`config.mk`:
```
export PLATFORM = sky130hd
export DESIGN_NAME = sprite_layer_flat
export DESIGN_NICKNAME = d
export VERILOG_FILES = /design/src/rtl/sprite_layer_if.sv /design/src/rtl/sprite_layer.sv /design/src/flat_wrapper.sv
export SDC_FILE = /design/constraint.sdc
export NUM_CORES = 1
export LEC_CHECK = 0
export CORE_MARGIN = 10
export CORE_UTILIZATION = 49
export CTS_BUF_LIST = sky130_fd_sc_hd__clkbuf_8
export DETAILED_ROUTE_END_ITERATION = 12
export HOLD_SLACK_MARGIN = 0.03
export PLACE_DENSITY = 0.79
export SYNTH_ARGS = -nofsm -noshare
export SYNTH_HDL_FRONTEND = slang
export SYNTH_SLANG_ARGS = --single-unit
export TNS_END_PERCENT = 100
```
`constraint.sdc`:
```
create_clock -name clk -period 2.28 [get_ports clk]
set_input_delay 0.456 -clock clk [delete_from_list [all_inputs] [get_ports clk]]
set_output_delay 0.456 -clock clk [all_outputs]
set_load 0.01 [all_outputs]
```
`src/rtl/sprite_layer_if.sv`:
```
// VGA stream bundle passed between pipeline stages: timing counters,
// sync/blank strobes and one 12-bit pixel.
interface vga_if;
  logic [10:0] hcount;
  logic [10:0] vcount;
  logic        hsync;
  logic        vsync;
  logic        hblnk;
  logic        vblnk;
  logic [11:0] rgb;

  // Consumer (slave) side.
  modport in  (input  hcount, vcount, hsync, vsync, hblnk, vblnk, rgb);
  // Producer (master) side.
  modport out (output hcount, vcount, hsync, vsync, hblnk, vblnk, rgb);
endinterface

```
`src/rtl/sprite_layer.sv`:
```
// N-channel sprite overlay: per-channel frame-latched position, mirroring,
// colour-key transparency, fixed-priority compositing and per-frame
// collision flags against channel 0. Fixed 3-cycle in->out latency.

// One sprite channel: shadow registers, hit test, ROM address, hit delay.
module sprite_lane #(
  parameter int SPR_W = 32,
  parameter int SPR_H = 32,
  parameter int AW    = 10
) (
  input  logic          clk,
  input  logic          rst,
  input  logic          i_latch,
  input  logic          i_active,
  input  logic [10:0]   i_xpos,
  input  logic [10:0]   i_ypos,
  input  logic          i_en,
  input  logic          i_mirror,
  input  logic [10:0]   i_hcount,
  input  logic [10:0]   i_vcount,
  output logic [AW-1:0] o_addr,
  output logic          o_hit
);
  localparam int CW = $clog2(SPR_W);
  localparam int RW = AW - CW;

  logic [10:0]   r_x, r_y;
  logic          r_en, r_mirror;
  logic          r_hit1, r_hit2;
  logic [AW-1:0] r_addr;

  logic [11:0]   w_h, w_v, w_x, w_y;
  logic          w_hit;
  logic [CW-1:0] w_dx, w_col;
  logic [RW-1:0] w_dy;

  // Shadow copy of the sprite controls, refreshed only at vblank start.
  always_ff @(posedge clk) begin
    if (rst) begin
      r_x      <= '0;
      r_y      <= '0;
      r_en     <= 1'b0;
      r_mirror <= 1'b0;
    end else if (i_latch) begin
      r_x      <= i_xpos;
      r_y      <= i_ypos;
      r_en     <= i_en;
      r_mirror <= i_mirror;
    end
  end

  // 12-bit compares so x+SPR_W past 2047 clips instead of wrapping.
  assign w_h   = {1'b0, i_hcount};
  assign w_v   = {1'b0, i_vcount};
  assign w_x   = {1'b0, r_x};
  assign w_y   = {1'b0, r_y};
  assign w_hit = r_en & i_active &
                 (w_h >= w_x) & (w_h < w_x + 12'(SPR_W)) &
                 (w_v >= w_y) & (w_v < w_y + 12'(SPR_H));

  // Only the low bits of the offsets matter once the hit test passed.
  assign w_dx  = i_hcount[CW-1:0] - r_x[CW-1:0];
  assign w_dy  = i_vcount[RW-1:0] - r_y[RW-1:0];
  assign w_col = r_mirror ? ~w_dx : w_dx;

  // Stage 1 address/hit, stage 2 hit delay to line up with ROM data.
  always_ff @(posedge clk) begin
    if (rst) begin
      r_addr <= '0;
      r_hit1 <= 1'b0;
      r_hit2 <= 1'b0;
    end else begin
      r_addr <= w_hit ? {w_dy, w_col} : '0;
      r_hit1 <= w_hit;
      r_hit2 <= r_hit1;
    end
  end

  assign o_addr = r_addr;
  assign o_hit  = r_hit2;
endmodule

module sprite_layer #(
  parameter int          N_SPR  = 4,
  parameter int          SPR_W  = 32,
  parameter int          SPR_H  = 32,
  parameter logic [11:0] TRANSP = 12'hF0F,
  parameter int          AW     = $clog2(SPR_W*SPR_H)
) (
  input  logic                clk,
  input  logic                rst,
  vga_if.in                   in,
  vga_if.out                  out,
  input  logic [N_SPR*11-1:0] xpos,
  input  logic [N_SPR*11-1:0] ypos,
  input  logic [N_SPR-1:0]    spr_en,
  input  logic [N_SPR-1:0]    mirror,
  output logic [N_SPR*AW-1:0] rom_addr,
  input  logic [N_SPR*12-1:0] rom_data,
  output logic [N_SPR-1:0]    collide
);
  // {hcount, vcount, hsync, vsync, hblnk, vblnk, rgb}
  localparam int VW = 38;

  logic [VW-1:0]    w_in_vec, r_p1, r_p2, r_p3;
  logic             r_vblnk_d;
  logic             w_latch, w_active;
  logic [N_SPR-1:0] w_hit2, w_opaque, w_set;
  logic [N_SPR-1:0] r_acc, r_collide;
  logic [11:0]      w_rgb;

  assign w_in_vec = {in.hcount, in.vcount, in.hsync, in.vsync,
                     in.hblnk, in.vblnk, in.rgb};
  assign w_latch  = in.vblnk & ~r_vblnk_d;
  assign w_active = ~in.hblnk & ~in.vblnk;

  genvar gi;
  generate
    for (gi = 0; gi < N_SPR; gi++) begin : g_lane
      sprite_lane #(.SPR_W(SPR_W), .SPR_H(SPR_H), .AW(AW)) u_lane (
        .clk      (clk),
        .rst      (rst),
        .i_latch  (w_latch),
        .i_active (w_active),
        .i_xpos   (xpos[gi*11 +: 11]),
        .i_ypos   (ypos[gi*11 +: 11]),
        .i_en     (spr_en[gi]),
        .i_mirror (mirror[gi]),
        .i_hcount (in.hcount),
        .i_vcount (in.vcount),
        .o_addr   (rom_addr[gi*AW +: AW]),
        .o_hit    (w_hit2[gi])
      );
      assign w_opaque[gi] = w_hit2[gi] & (rom_data[gi*12 +: 12] != TRANSP);
      // Channel 0 cannot collide with itself.
      assign w_set[gi]    = (gi == 0) ? 1'b0 : (w_opaque[0] & w_opaque[gi]);
    end
  endgenerate

  // Lowest-index opaque channel wins; otherwise the delayed input pixel.
  always_comb begin
    w_rgb = r_p2[11:0];
    for (int i = N_SPR-1; i >= 0; i--)
      if (w_opaque[i]) w_rgb = rom_data[i*12 +: 12];
  end

  // Three-stage delay for timing fields; rgb replaced in the last stage.
  always_ff @(posedge clk) begin
    if (rst) begin
      r_p1      <= '0;
      r_p2      <= '0;
      r_p3      <= '0;
      r_vblnk_d <= 1'b0;
    end else begin
      r_p1      <= w_in_vec;
      r_p2      <= r_p1;
      r_p3      <= {r_p2[VW-1:12], w_rgb};
      r_vblnk_d <= in.vblnk;
    end
  end

  // Collision accumulator, published and restarted at each vblank start.
  always_ff @(posedge clk) begin
    if (rst) begin
      r_acc     <= '0;
      r_collide <= '0;
    end else if (w_latch) begin
      r_collide <= r_acc;
      r_acc     <= w_set;
    end else begin
      r_acc     <= r_acc | w_set;
    end
  end

  assign collide    = r_collide;
  assign out.hcount = r_p3[37:27];
  assign out.vcount = r_p3[26:16];
  assign out.hsync  = r_p3[15];
  assign out.vsync  = r_p3[14];
  assign out.hblnk  = r_p3[13];
  assign out.vblnk  = r_p3[12];
  assign out.rgb    = r_p3[11:0];
endmodule

```
`src/flat_wrapper.sv`:
```
// flat-port wrapper written by rule: the top's interface ports become plain ports
module sprite_layer_flat 
#(
  parameter int          N_SPR  = 4,
  parameter int          SPR_W  = 32,
  parameter int          SPR_H  = 32,
  parameter logic [11:0] TRANSP = 12'hF0F,
  parameter int          AW     = $clog2(SPR_W*SPR_H)
)
  (clk, rst, xpos, ypos, spr_en, mirror, rom_addr, rom_data, collide, in_hcount, in_vcount, in_hsync, in_vsync, in_hblnk, in_vblnk, in_rgb, out_hcount, out_vcount, out_hsync, out_vsync, out_hblnk, out_vblnk, out_rgb);
  vga_if in_i ();
  vga_if out_i ();
  input  logic clk;
  input  logic rst;
  input  logic [N_SPR*11-1:0] xpos;
  input  logic [N_SPR*11-1:0] ypos;
  input  logic [N_SPR-1:0] spr_en;
  input  logic [N_SPR-1:0] mirror;
  output logic [N_SPR*AW-1:0] rom_addr;
  input  logic [N_SPR*12-1:0] rom_data;
  output logic [N_SPR-1:0] collide;
  input wire logic [$bits(in_i.hcount)-1:0] in_hcount;
  input wire logic [$bits(in_i.vcount)-1:0] in_vcount;
  input wire logic [$bits(in_i.hsync)-1:0] in_hsync;
  input wire logic [$bits(in_i.vsync)-1:0] in_vsync;
  input wire logic [$bits(in_i.hblnk)-1:0] in_hblnk;
  input wire logic [$bits(in_i.vblnk)-1:0] in_vblnk;
  input wire logic [$bits(in_i.rgb)-1:0] in_rgb;
  output wire logic [$bits(out_i.hcount)-1:0] out_hcount;
  output wire logic [$bits(out_i.vcount)-1:0] out_vcount;
  output wire logic [$bits(out_i.hsync)-1:0] out_hsync;
  output wire logic [$bits(out_i.vsync)-1:0] out_vsync;
  output wire logic [$bits(out_i.hblnk)-1:0] out_hblnk;
  output wire logic [$bits(out_i.vblnk)-1:0] out_vblnk;
  output wire logic [$bits(out_i.rgb)-1:0] out_rgb;
  assign in_i.hcount = in_hcount;
  assign in_i.vcount = in_vcount;
  assign in_i.hsync = in_hsync;
  assign in_i.vsync = in_vsync;
  assign in_i.hblnk = in_hblnk;
  assign in_i.vblnk = in_vblnk;
  assign in_i.rgb = in_rgb;
  assign out_hcount = out_i.hcount;
  assign out_vcount = out_i.vcount;
  assign out_hsync = out_i.hsync;
  assign out_vsync = out_i.vsync;
  assign out_hblnk = out_i.hblnk;
  assign out_vblnk = out_i.vblnk;
  assign out_rgb = out_i.rgb;
  sprite_layer #(.N_SPR(N_SPR), .SPR_W(SPR_W), .SPR_H(SPR_H), .TRANSP(TRANSP), .AW(AW)) u_core (.clk(clk), .rst(rst), .in(in_i), .out(out_i), .xpos(xpos), .ypos(ypos), .spr_en(spr_en), .mirror(mirror), .rom_addr(rom_addr), .rom_data(rom_data), .collide(collide));
endmodule
```
==> impl_metrics.py <==
metrics = {
    "yosys": {
        "postSynthAreaPerCell_um2": 8.74,
        "synth.largest_area_cell": "dfxtp_1",
        "synth-seq-cells": 264,
        "synth_edf_count": 0,
        "yosysWarnings": 0,
        "ys_top_cells_by_area": "dfxtp_1, ha_1, nand2_1",
        "synthesis.area_um2": 13300,
        "synthTopCellsByCount": "dfxtp_1, nand2_1, a21oi_1",
        "synth_top_area_share_pct": 39.8,
        "synthFlopType": "dfxtp_1",
        "ys_types": 55,
        "ys_seq_area_share_pct": 39.8,
        "synth_fp_nets": 1858,
        "syn_inst": 1522,
        "synth.most_common_cell": "dfxtp_1",
        "async_flop_share_pct": 0,
    },
    "clocking": {
        "path_clk_slew_ns": 0.06,
        "cts_root_buffer": "clkbuf_8",
        "clkLatencyLatePin_ns": 0.59,
        "numCtsBuffers": 45,
        "cts.htree.levels": 2,
        "cts_tree": "done",
        "cts.sinks": 264,
        "cts_buffer_depth": 3,
    },
    "global_route": {
        "grt_pass1_wl_um": 64700,
        "grt_remaining_overflow": 0,
        "grt.total_usage_pct": 24.0,
        "antenna_found_initial": 0,
        "grt_max_degree": 221,
        "first_global_vias": 12400,
    },
    "layout": {
        "nNetsFinal": 2268,
        "drive_above_1_share_pct": 17.2,
        "antennaDiodeCount": 0,
        "final_cell_area_um2": 19200,
        "area_delta_synth_final_pct": 44.1,
    },
    "setup_path": {
        "critPathCaptureType": "flip-flop",
        "crit_top_cell": "nand3_1",
        "path_cells": "and3_1 -> nand3_1 -> xnor2_1 -> ha_1 -> inv_1 -> a31oi_1 -> nand3_1 -> o31ai_2 -> buf_4 -> nor3_1",
        "critical_path.endpoint": "u_core.g_lane[3].u_lane.r_hit1$_SDFF_PP0_",
        "timing.rr.end": "u_core.g_lane[3].u_lane.r_hit1$_SDFF_PP0_",
        "worst-path-buf-inv": 2,
        "worstSetupStartpoint": "u_core.g_lane[3].u_lane.r_x[8]$_SDFFE_PP0P_",
        "cp_slowest_cell": "dfxtp_1",
        "cp_max_fo": 5,
        "reg2reg_depth": 10,
        "cp_num_cells": 10,
        "worstSetupPathType": "flip-flop to flip-flop",
        "start_kind": "flip-flop",
        "rrSetupSlack_ns": -0.06,
        "worstPathRequired_ns": 2.71,
        "timing.rr.start": "u_core.g_lane[3].u_lane.r_x[8]$_SDFFE_PP0P_",
        "max_stage_delay_ns": 0.41,
        "crit_family": "simple AND/OR/NAND/NOR gates",
        "crit_arrival_ns": 2.77,
    },
    "placement": {
        "portBuffers": 264,
        "placed_cell_area_um2": 17500,
        "place_congestion": 0.916,
        "dp_hpwl_um": 32800,
    },
    "detailed_routing": {
        "vias_per_cell": 5.39,
        "first_iter_violations": 823,
        "detail_route.first_pass.iterations": 5,
        "wl_per_cell_um": 18.9,
        "drc": 0,
        "drt-total-wl_um": 43500,
        "vias": 12400,
        "ant_nets": 0,
    },
    "power_and_ir_drop": {
        "ir_drop_mv": 0.486,
        "power.total_mw": 12.0,
        "p_leak_nw": 7.69,
        "powerDensity_nw_per_um2": 627,
    },
    "sta": {
        "period_minus_slack_ns": 2.34,
        "fin_skew_ns": 0.0442,
        "worst_slew_pin_slew_ns": 0.962,
        "min_period_over_period_pct": 103,
        "final_hold_viol_count": 0,
        "relSlewSlack_pct": 35.9,
        "drv_slew": 0,
        "timing.final.ws_setup_ns": -0.0619,
        "setup_violations": 11,
        "max_freq_mhz": 427,
        "rsz0062_at_grt": "yes",
    },
    "run": {
        "maxCapViolations": 0,
    },
    "hold_path": {
        "hold_class": "primary input to flip-flop",
        "holdPathStages": 3,
    },
    "die": {
        "dieArea_um2": 34100,
        "die_h_um": 185,
        "io_pins": 266,
        "initial_core_util_pct": 49.6,
        "coreArea_um2": 26800,
        "rows": 60,
        "die_x_um": 185,
    },
    "status": {
        "violations": "setup timing",
        "status": "finished with violations",
    },
}
==> where the power goes <==
| part | switching, mW | total [mW] | internal (mW) |
|---|---|---|---|
| clock | 1.98 | 4.68 | 2.69 |
| combinational | 1.22 | 2.42 | 1.20 |
| sequential | 0.113 | 4.91 | 4.79 |
==> per-layer routing <==
metal / routed length (um) / global-route usage, %
met4: 1120 / 8.45
met3: 3710 / 6.01
met2: 20400 / 40.0
met1: 18300 / 29.5
met5: 0 / 0
==> how the worst min path moves through the flow <==
stage / start / slack, ns / to
final: ypos[19] / 0.41 / u_core.g_lane[1].u_lane.r_y[8]$_SDFFE_PP0P_
after global routing: ypos[17] / 0.42 / u_core.g_lane[1].u_lane.r_y[6]$_SDFFE_PP0P_
after CTS: xpos[17] / 0.40 / u_core.g_lane[1].u_lane.r_x[6]$_SDFFE_PP0P_
after detailed placement: u_core.r_p1[31]$_SDFF_PP0_ / 0.42 / u_core.r_p2[31]$_SDFF_PP0_
after global placement: u_core.r_p2[13]$_SDFF_PP0_ / 0.42 / u_core.r_p3[13]$_SDFF_PP0_
after floorplan: u_core.g_lane[0].u_lane.r_hit1$_SDFF_PP0_ / 0.41 / u_core.g_lane[0].u_lane.o_hit$_SDFF_PP0_
==> worst min-delay path: stages <==
cell and delay [ns]:
clkdlybuf4s50_1 0.39, nand2_1 0.06, a21oi_1 0.05
==> logic make-up after synthesis <==
kind of cell | share of synthesized area [%]
other | 0.0282
muxes | 0.527
AOI/OAI and AO/OA | 14.6
xor gates and xnor gates | 4.81
buffers and inverters | 5.18
and+or+nand+nor | 20.3
adders and majority gates | 14.8
DFF | 39.8
==> registers in the layout (all words and copies together) (netlist names) <==
signal / flops
u_core.collide: 3
u_core.g_lane.u_lane.r_en: 4
u_core.g_lane.u_lane.r_hit1: 4
u_core.g_lane.u_lane.r_y: 44
u_core.r_p3: 38
u_core.g_lane.u_lane.o_hit: 4
u_core.g_lane.u_lane.r_x: 44
u_core.r_acc: 3
u_core.g_lane.u_lane.o_addr: 40
u_core.g_lane.u_lane.r_mirror: 4
u_core.r_p1: 38
u_core.r_p2: 38
==> layout make-up <==
type,instances,area (um2)
sequential,264,5310
clock inverter,25,231
multi-input combinational,1076,7890
timing repair buffer,434,4110
tap,341,427
clock buffer,56,771
fill,2013,7640
inverter,111,423
==> metrics by stage <==
stage | util [%] | std cells | hold WS (ns) | setup TNS [ns] | worst slack (ns)
floorplan | - | 1522 | 0.414 | -0.780 | -0.150
global placement | 65.1 | 2214 | 0.418 | -26.07 | -0.559
detailed placement | 65.1 | 2214 | 0.421 | -28.44 | -0.623
CTS | 69.1 | 2296 | 0.398 | -0.274 | -0.106
global route | 71.5 | 2307 | 0.417 | -2.27 | -0.205
finish | 71.5 | 2307 | 0.411 | -0.476 | -0.0619
==> what timing repair did <==
action | 4_1_cts | 5_1_grt
setup buffers | 0 | 8
gates cloned | 1 | 3
hold buffers | 0 | 0
endpoints found under the setup margin | 14 | 44
pin swaps | 10 | 36
gates resized for setup | 13 | 120
==> cells in the final DEF, fill, tap and decap left out, drive strengths merged, types with 3 or more instances in the layout <==
master,instances
dfxtp,264
clkdlybuf4s50,260
nand2,220
buf,171
a21oi,158
ha,144
inv,124
nor2b,113
clkbuf,56
xnor2,55
o21ai,45
nand3,37
nor4,34
nor2,33
nor3,20
xor2,18
nand2b,18
a211oi,18
nand4,17
a21o,15
a221oi,13
a31oi,11
nand3b,9
o31ai,9
o31a,8
nor4b,8
fa,8
mux2i,7
clkinv,7
nand4b,6
a221o,6
and4,5
and3,4
o21bai,4
bufinv,4
nand4bb,3
dlymetal6s2s,3
a2111oi,3
o2111ai,3
Note: power is estimated with default switching activity, not from simulation.
